$ cat src/rtl/dadda_tree.sv
// Dadda partial-product reduction for six 13-bit Booth rows (weights 4^0..4^5).
// Reduces 6 -> 4 -> 3 -> 2 rows, then a 19-bit carry-propagate add; only the sum is registered.
module dadda_tree (
   input  logic             clk,
   input  logic             rst,
   input  logic [5:0][12:0] ops,
   output logic [18:0]      result
);

   localparam int NCOL = 19;
   localparam int NROW = 6;

   logic [18:0] row_a;
   logic [18:0] row_b;
   logic [18:0] sum;

   // Column heights depend only on constants, so this loop nest unrolls into a fixed
   // network of full/half adders; the int bookkeeping folds away in synthesis.
   always_comb begin : reduce
      logic [NROW-1:0] cur [NCOL];
      logic [NROW-1:0] nxt [NCOL];
      int              ch  [NCOL];
      int              nh  [NCOL];
      int              d;
      int              excess;
      int              nfa;
      int              nha;
      int              k;
      int              pos;
      logic            a;
      logic            b;
      logic            cx;

      for (int c = 0; c < NCOL; c++) begin
         cur[c] = '0;
         nxt[c] = '0;
         ch[c]  = 0;
         nh[c]  = 0;
      end
      d      = 0;
      excess = 0;
      nfa    = 0;
      nha    = 0;
      k      = 0;
      pos    = 0;
      a      = 1'b0;
      b      = 1'b0;
      cx     = 1'b0;
      row_a  = '0;
      row_b  = '0;

      // Build the dot matrix; bits that land at column 19 or above are discarded.
      for (int i = 0; i < NROW; i++) begin
         for (int j = 0; j < 13; j++) begin
            pos = 2 * i + j;
            if (pos < NCOL) begin
               cur[pos][ch[pos]] = ops[i][j];
               ch[pos] = ch[pos] + 1;
            end
         end
      end

      for (int s = 0; s < 3; s++) begin
         d = (s == 0) ? 4 : ((s == 1) ? 3 : 2);
         for (int c = 0; c < NCOL; c++) begin
            nxt[c] = '0;
            nh[c]  = 0;
         end
         for (int c = 0; c < NCOL; c++) begin
            // nh[c] holds only the carries arriving from column c-1 at this point.
            excess = ch[c] + nh[c] - d;
            nfa    = 0;
            nha    = 0;
            if (excess > 0) begin
               nfa = excess / 2;
               nha = excess % 2;
            end
            k = 0;
            for (int f = 0; f < 2; f++) begin
               if (f < nfa) begin
                  a  = cur[c][k];
                  b  = cur[c][k+1];
                  cx = cur[c][k+2];
                  nxt[c][nh[c]] = a ^ b ^ cx;
                  nh[c] = nh[c] + 1;
                  if (c < NCOL - 1) begin
                     nxt[c+1][nh[c+1]] = (a & b) | (a & cx) | (b & cx);
                     nh[c+1] = nh[c+1] + 1;
                  end
                  k = k + 3;
               end
            end
            if (nha > 0) begin
               a = cur[c][k];
               b = cur[c][k+1];
               nxt[c][nh[c]] = a ^ b;
               nh[c] = nh[c] + 1;
               if (c < NCOL - 1) begin
                  nxt[c+1][nh[c+1]] = a & b;
                  nh[c+1] = nh[c+1] + 1;
               end
               k = k + 2;
            end
            for (int p = 0; p < NROW; p++) begin
               if (p >= k && p < ch[c]) begin
                  nxt[c][nh[c]] = cur[c][p];
                  nh[c] = nh[c] + 1;
               end
            end
         end
         for (int c = 0; c < NCOL; c++) begin
            cur[c] = nxt[c];
            ch[c]  = nh[c];
         end
      end

      for (int c = 0; c < NCOL; c++) begin
         row_a[c] = cur[c][0];
         row_b[c] = cur[c][1];
      end
   end

   // Carry out of bit 18 is dropped by the 19-bit width.
   assign sum = row_a + row_b;

   always_ff @(posedge clk) begin
      if (!rst) begin
         result <= '0;
      end else begin
         result <= sum;
      end
   end

endmodule

$ cat config.mk
export PLATFORM = sky130hd
export DESIGN_NAME = dadda_tree
export DESIGN_NICKNAME = d
export VERILOG_FILES = /design/src/rtl/dadda_tree.sv
export SDC_FILE = /design/constraint.sdc
export NUM_CORES = 1
export LEC_CHECK = 0
export CAP_MARGIN = 20
export CORE_MARGIN = 1
export CORE_UTILIZATION = 47
export CTS_CLUSTER_DIAMETER = 200
export DETAILED_ROUTE_END_ITERATION = 8
export PLACE_DENSITY = 0.95
export SETUP_SLACK_MARGIN = 0.4
export SYNTH_ARGS = -nofsm -noshare
export SYNTH_HDL_FRONTEND = slang
export SYNTH_SLANG_ARGS = --single-unit
$ cat constraint.sdc
create_clock -name clk -period 8.2 [get_ports clk]
set_input_delay 0.82 -clock clk [delete_from_list [all_inputs] [get_ports clk]]
set_output_delay 0.82 -clock clk [all_outputs]
set_load 0.03 [all_outputs]
Word-level counts from Yosys, hierarchy flattened
Cells that the tools add are included.
Word-level totals
  register bits after elaboration: 19
  latch bits: 0
  RAM bits: 0
  memory bits (read-only): 0
  output and inout port bits: 19
  word-level logic and storage cells: 250
  memories kept: 0
Cells by class
  add/sub/neg operators: 1
  multiply operators: 0
  divide/modulo/power cells: 0
  magnitude comparators: 0
  equal/unequal tests: 0
  shift-type cells: 0
  multiplexer cells: 0
  bitwise logic cells: 248
  reductions and logical operators: 0
Operators with widths (number)
  1-bit bitwise AND: 106
  1-bit bitwise XOR: 76
  1-bit OR: 66
  19-bit adder: 1

Depth between registers and ports, before layout
Gate-level depths: netlist of run 1.
  depth after elaboration: 10
  gate-level depth with buffers: 14
  gate-level depth less buffers: 13

Worst setup path before layout of run 1
No wires, ideal clock.
  kind: in2reg
  start point: input port ops[12] (netlist name)
  end point: register result[17]
  setup time: 0.118 ns
  arrival time: 3.727 ns
  required time: 8.082 ns
  setup slack: 4.355 ns
  stages: 13
  path buffers: 1
  path through: inv_1 fa_1 inv_1 fa_1 inv_1 fa_1 inv_1 ha_1 buf_2 a21oi_1 o2111ai_1 a221o_1 mux2i_1
Between the ends
  longest elaborated chain between the ends: 10
RTL lines
  from (decl): line 6  | input logic [5:0][12:0] ops,
  1-bit bitwise AND: line 87  | nxt[c+1][nh[c+1]] = (a & b) | (a & cx) | (b & cx);
  1-bit OR (2 in a row): line 87
  1-bit bitwise AND: line 87
  1-bit OR (2 in a row): line 87
  1-bit bitwise AND: line 87
  1-bit OR (2 in a row): line 87
  19-bit adder *: line 124  | assign sum = row_a + row_b;
  to (signal assigned): line 130  | result <= sum;
  to (decl): line 7  | output logic [18:0] result
Mark *: on every way between the ends. The rest lies on a longest branch, timed or not.
A chain may end at the register's enable or synchronous reset.

Worst setup path in the final report of run 1
Ends and elaborated chain as after synthesis.

==> flow_summary.json, run 1 <==
{
  "root_buffer": "clkbuf_8",
  "cp-end-kind": "register",
  "hold_violations": 0,
  "gp_congestion": 0.8390,
  "grt_use_total_pct": 20.42,
  "final_cell_mix": "clkdlybuf4s50_1 (92), inv_1 (74), fa_1 (34)",
  "crit_path_frequent_cell": "inv_1",
  "htreeDepth": 1,
  "synth_area_per_cell_um2": 8.832,
  "vias": 2074,
  "antenna_cells": 0,
  "dr.pass1.iters": 4,
  "max_freq_ghz": 0.2370,
  "cts.clk_slew.worst_paths_ps": 60,
  "final_core_util_pct": 70.60,
  "max_stage_delay_ps": 520,
  "nNetsFinal": 498,
  "p_leak_nw": 1.605,
  "die_y_um": 73.36,
  "final_common_cell": "clkdlybuf4s50_1",
  "ant_nets": 0,
  "wl_per_cell_um": 11.84,
  "critPathKind": "primary input to register",
  "place_inst": 423,
  "vias_per_cell": 4.857,
  "hold_start": "ops[0]",
  "hp-class": "primary input to register",
  "arrival_ps": 4360,
  "fp.dieArea_mm2": 0.005382,
  "grt_pass1_wl_mm": 8.528,
  "dieWidth_um": 73.36,
  "slew-limit-headroom_pct": 74.79,
  "start_util_pct": 49.69,
  "ioPinCount": 99,
  "yosysUniqueCellTypes": 45,
  "largest_register": "result",
  "yosys_warnings": 0,
  "drc": 0,
  "worstPathRequired_ps": 8340,
  "synth_top_cell_area_share_pct": 28.44,
  "crit_path_max_fanout": 8,
  "cts.sinks": 19,
  "seq_area_frac_synth_pct": 15.89,
  "finalNonFillerCells": 427,
  "design.core.area_mm2": 0.004817,
  "reg_top3": "result (19)",
  "cts.hold.buffers_added": 0,
  "cp_slowest_cell": "fa_1",
  "rows": 25,
  "grt_max_degree": 13,
  "cts_resized": 0,
  "postSynthCellCount": 271,
  "status": "completed",
  "syn_to_final_growth_pct": 42.08,
  "power_density_mw_per_mm2": 231.2,
  "cts_buffer_depth": 2,
  "slew_viol_final": 0,
  "peakVddDrop_v": 0.0001116,
  "post-route-period-util_pct": 51.46,
  "synth_area_leaders": "fa_1 (28%), dfxtp_1 (16%), ha_1 (12%), inv_1 (12%), a21oi_1 (3.8%)",
  "crit_path_cell_trace": "clkdlybuf4s50_1 -> inv_1 -> fa_1 -> inv_1 -> fa_1 -> inv_1 -> fa_1 -> inv_1 -> ha_1 -> a21oi_1 -> o2111ai_1 -> a221o_1 -> mux2i_1",
  "tritoncts": "built",
  "antenna_found_initial": 0,
  "rsz0062_at_grt": "no",
  "netlist_area_mm2": 0.002394,
  "wirelength_mm": 5.056,
  "drv_cap": 0,
  "setup_violations": 0,
  "fin_crit_ps": 4220,
  "synthesis.nets": 408,
  "synth_edf_count": 0,
  "ys.flop_type": "dfxtp_1",
  "power_uw": 786.1,
  "start_kind": "primary input",
  "post_cts_buffers": 0,
  "dp_hpwl_mm": 4.531,
  "synth-seq-cells": 19,
  "tightest_slew_ps": 377.7,
  "first_global_vias": 2156,
  "startpoint": "ops[12]",
  "largest_reg_flops": 19,
  "numPortBuffers": 92,
  "drtIter0Drc": 66,
  "async_flop_share_pct": 0,
  "yosysTopAreaCell": "fa_1",
  "cts_buffers": 3,
  "min_path_cells": 2,
  "tns_ps": 0,
  "grt_overflow": 0,
  "layout-drive-gt1-share_pct": 2.222
}
-- layout make-up --
class	count	area, um2
timing repair buffer	92	920.9
sequential	19	380.4
fill	399	1416
tap	67	83.83
multi-input combinational	171	1693
inverter	74	277.8
clock buffer	4	45.04
-- power breakdown --
part	leakage [nW]	internal, mW	switching (mW)	total (mW)
clock	0.0228	0.0345	0.0291	0.0637
sequential	0.158	0.122	0.00713	0.129
combinational	1.42	0.264	0.330	0.594
total	1.61	0.420	0.366	0.786
-- metrics by stage --
stage                     cell area, um2  hold WS, ps  setup WS, ps
after floorplan                     2394        947.3          4355
after global placement              3356         1404          3725
after detailed placement            3356         1407          3713
after CTS                           3401         1142          3973
after global routing                3401         1142          3747
final                               3401         1144          3980
-- cells in the mapped netlist, drive strengths merged, types with 2 or more instances --
cell type and n:
a211oi 2, a21o 4, a21oi 19, a31oi 2, and2 3, buf 5, clkbuf 2, dfxtp 19
fa 34, ha 23, inv 74, mux2i 4, nand2 12, nand2b 4, nand3 5, nor2 11
nor2b 3, nor3 4, nor3b 3, o2111ai 3, o21ai 11, or2b 2, xnor2 4, xor2 5
-- worst paths after layout --
check | to | slack [ps]
max | result[17]$_SDFF_PN0_ | 3980
min | result[0]$_SDFF_PN0_ | 1140
-- cell families after synthesis --
family          synth area share (%)
mux                            1.673
flops                          15.89
fa+ha+maj                      40.46
simple gates                   10.61
xor+xnor                       3.293
compound gates                 14.69
buf+inv                        13.38
-- per-layer routing --
| layer | track usage [%] | routed length (um) |
|---|---|---|
| met1 | 19.04 | 1742 |
| met2 | 44.24 | 2942 |
| met3 | 3.978 | 300 |
| met4 | 4.274 | 70 |
| met5 | 0 | 0 |
-- critical path: cells and delay by family --
| kind | cells | cell delay [ps] |
|---|---|---|
| muxes | 1 | 130 |
| AOI/OAI and AO/OA | 3 | 870 |
| buffers and inverters | 5 | 640 |
| adders and majority gates | 4 | 1880 |
No activity file was read; power rests on OpenSTA's default activity.
==> run 2: changes to the inputs <==
Settings changed: CORE_UTILIZATION 47 to 40, PLACE_DENSITY 0.95 to 0.87.
Clock period 8.2 ns to 3.77 ns, I/O delays scaled along.
==> flow_summary.json, run 2 (synthesis gave the netlist of run 1 again) <==
{
  "dieWidth_um": 79.36,
  "largest_register": "result",
  "cp_slowest_cell": "fa_1",
  "slew-limit-headroom_pct": 70.20,
  "fp.dieArea_mm2": 0.006297,
  "final_core_util_pct": 66.84,
  "vias": 2172,
  "setup_violations": 0,
  "wl_per_cell_um": 12.59,
  "ant_nets": 0,
  "max_stage_delay_ps": 510,
  "crit_path_max_fanout": 4,
  "drc": 0,
  "vias_per_cell": 4.837,
  "layout-drive-gt1-share_pct": 19.41,
  "cts_buffer_depth": 2,
  "crit_path_frequent_cell": "inv_2",
  "drv_cap": 0,
  "cts.sinks": 19,
  "startpoint": "ops[33]",
  "power_mw": 2.281,
  "setup_ws_ps": 421.6,
  "whs_ps": 705.2,
  "grt_overflow": 0,
  "worstPathRequired_ps": 3900,
  "ioPinCount": 99,
  "cp-end-kind": "register",
  "tritoncts": "built",
  "grt_max_degree": 13,
  "post-route-period-util_pct": 88.82,
  "first_global_vias": 2300,
  "dr.pass1.iters": 4,
  "root_buffer": "clkbuf_8",
  "design.core.area_mm2": 0.005642,
  "pre_cts_slack_ps": -178.7,
  "largest_reg_flops": 19,
  "die_y_um": 79.36,
  "syn_to_final_growth_pct": 57.55,
  "hp-class": "primary input to register",
  "htreeDepth": 1,
  "antenna_found_initial": 0,
  "final_common_cell": "clkdlybuf4s50_1",
  "max_freq_ghz": 0.2987,
  "critPathKind": "primary input to register",
  "wirelength_mm": 5.652,
  "power_density_mw_per_mm2": 604.8,
  "nNetsFinal": 514,
  "crit_end": "result[18]$_SDFF_PN0_",
  "arrival_ps": 3480,
  "cts_buffers": 3,
  "p_leak_nw": 1.780,
  "final_cell_mix": "clkdlybuf4s50_1 (71), inv_1 (60), fa_1 (31)",
  "cts.clk_slew.worst_paths_ps": 60,
  "status": "completed",
  "numPortBuffers": 92,
  "grt_use_total_pct": 18.12,
  "dp_hpwl_mm": 4.423,
  "crit_path_cell_trace": "dlygate4sd2_1 -> inv_2 -> fa_1 -> inv_2 -> fa_1 -> inv_2 -> fa_1 -> inv_2 -> ha_4 -> buf_4 -> a21oi_2 -> o21ai_2 -> a221oi_2 -> nand3_1 -> nor3b_2",
  "slew_viol_final": 0,
  "drtIter0Drc": 46,
  "start_util_pct": 42.43,
  "hold_violations": 0,
  "reg_top3": "result (19)",
  "rsz0062_at_grt": "no",
  "rows": 27,
  "tightest_slew_ps": 446.5,
  "grt_pass1_wl_mm": 9.108,
  "peakVddDrop_v": 0.0003892,
  "gp_congestion": 0.8898,
  "start_kind": "primary input",
  "fin_crit_ps": 3348
}
-- run 2: cell count changes in the layout (fill, tap and decap cells not counted), sizes merged --
cell,before,now
buf,0,16
clkbuf,4,5
clkdlybuf4s15,0,2
clkdlybuf4s50,92,71
diode,0,1
dlygate4sd2,0,10
dlymetal6s2s,0,8
-- run 2: what timing repair did --
action,4_1_cts,5_1_grt
gates cloned,0,0
pin swaps,27,33
buffers inserted,5,0
resized for setup,48,35
endpoints found under the setup margin,8,8
hold buffers,0,0
-- run 2: area by class of cell --
| cell class | instances | area, um2 |
|---|---|---|
| multi-input combinational | 171 | 1924 |
| clock buffer | 4 | 45.04 |
| sequential | 19 | 380.4 |
| tap | 72 | 90.09 |
| antenna | 1 | 2.502 |
| timing repair buffer | 108 | 1051 |
| inverter | 74 | 277.8 |
| fill | 426 | 1871 |
-- run 2: how the worst min path moves through the flow --
stage / start / endpoint / slack, ps / depth (start not counted)
floorplan: ops[0] / result[0]$_SDFF_PN0_ / 500 / 1
global placement: ops[1] / result[1]$_SDFF_PN0_ / 960 / 2
detailed placement: ops[1] / result[1]$_SDFF_PN0_ / 960 / 2
CTS: ops[1] / result[1]$_SDFF_PN0_ / 700 / 2
global route: ops[1] / result[1]$_SDFF_PN0_ / 720 / 2
finish: ops[0] / result[0]$_SDFF_PN0_ / 710 / 2
-- run 2: power by group --
part	internal (mW)	switching, mW	total, mW
Sequential	0.264	0.0140	0.278
Combinational	0.911	0.954	1.86
Clock	0.0750	0.0626	0.138
-- run 2: metal layers --
layer | wire [um] | GRT usage [%] | vias up
met2 | 3316 | 37.93 | 68
met5 | 0 | 0 | -
li1 | - | - | 1069
met1 | 2021 | 18.14 | 1029
met4 | 55 | 4.182 | 0
met3 | 259 | 2.759 | 6
-- run 2: through the flow --
| step | setup TNS [ps] | cell area [um2] | cells |
|---|---|---|---|
| finish | 0 | 3771 | 449 |
| floorplan | 0 | 2397 | 271 |
| CTS | 0 | 3687 | 448 |
| detailed placement | -783.3 | 3448 | 439 |
| global route | 0 | 3769 | 448 |
| global placement | -443.7 | 3448 | 439 |
-- run 2: worst max-delay path, delay by kind of cell --
family | cells | cell delay [ps]
AOI/OAI and AO/OA | 3 | 550
and+or+nand+nor | 2 | 280
buffers and inverters | 6 | 520
adders and majority gates | 4 | 1740
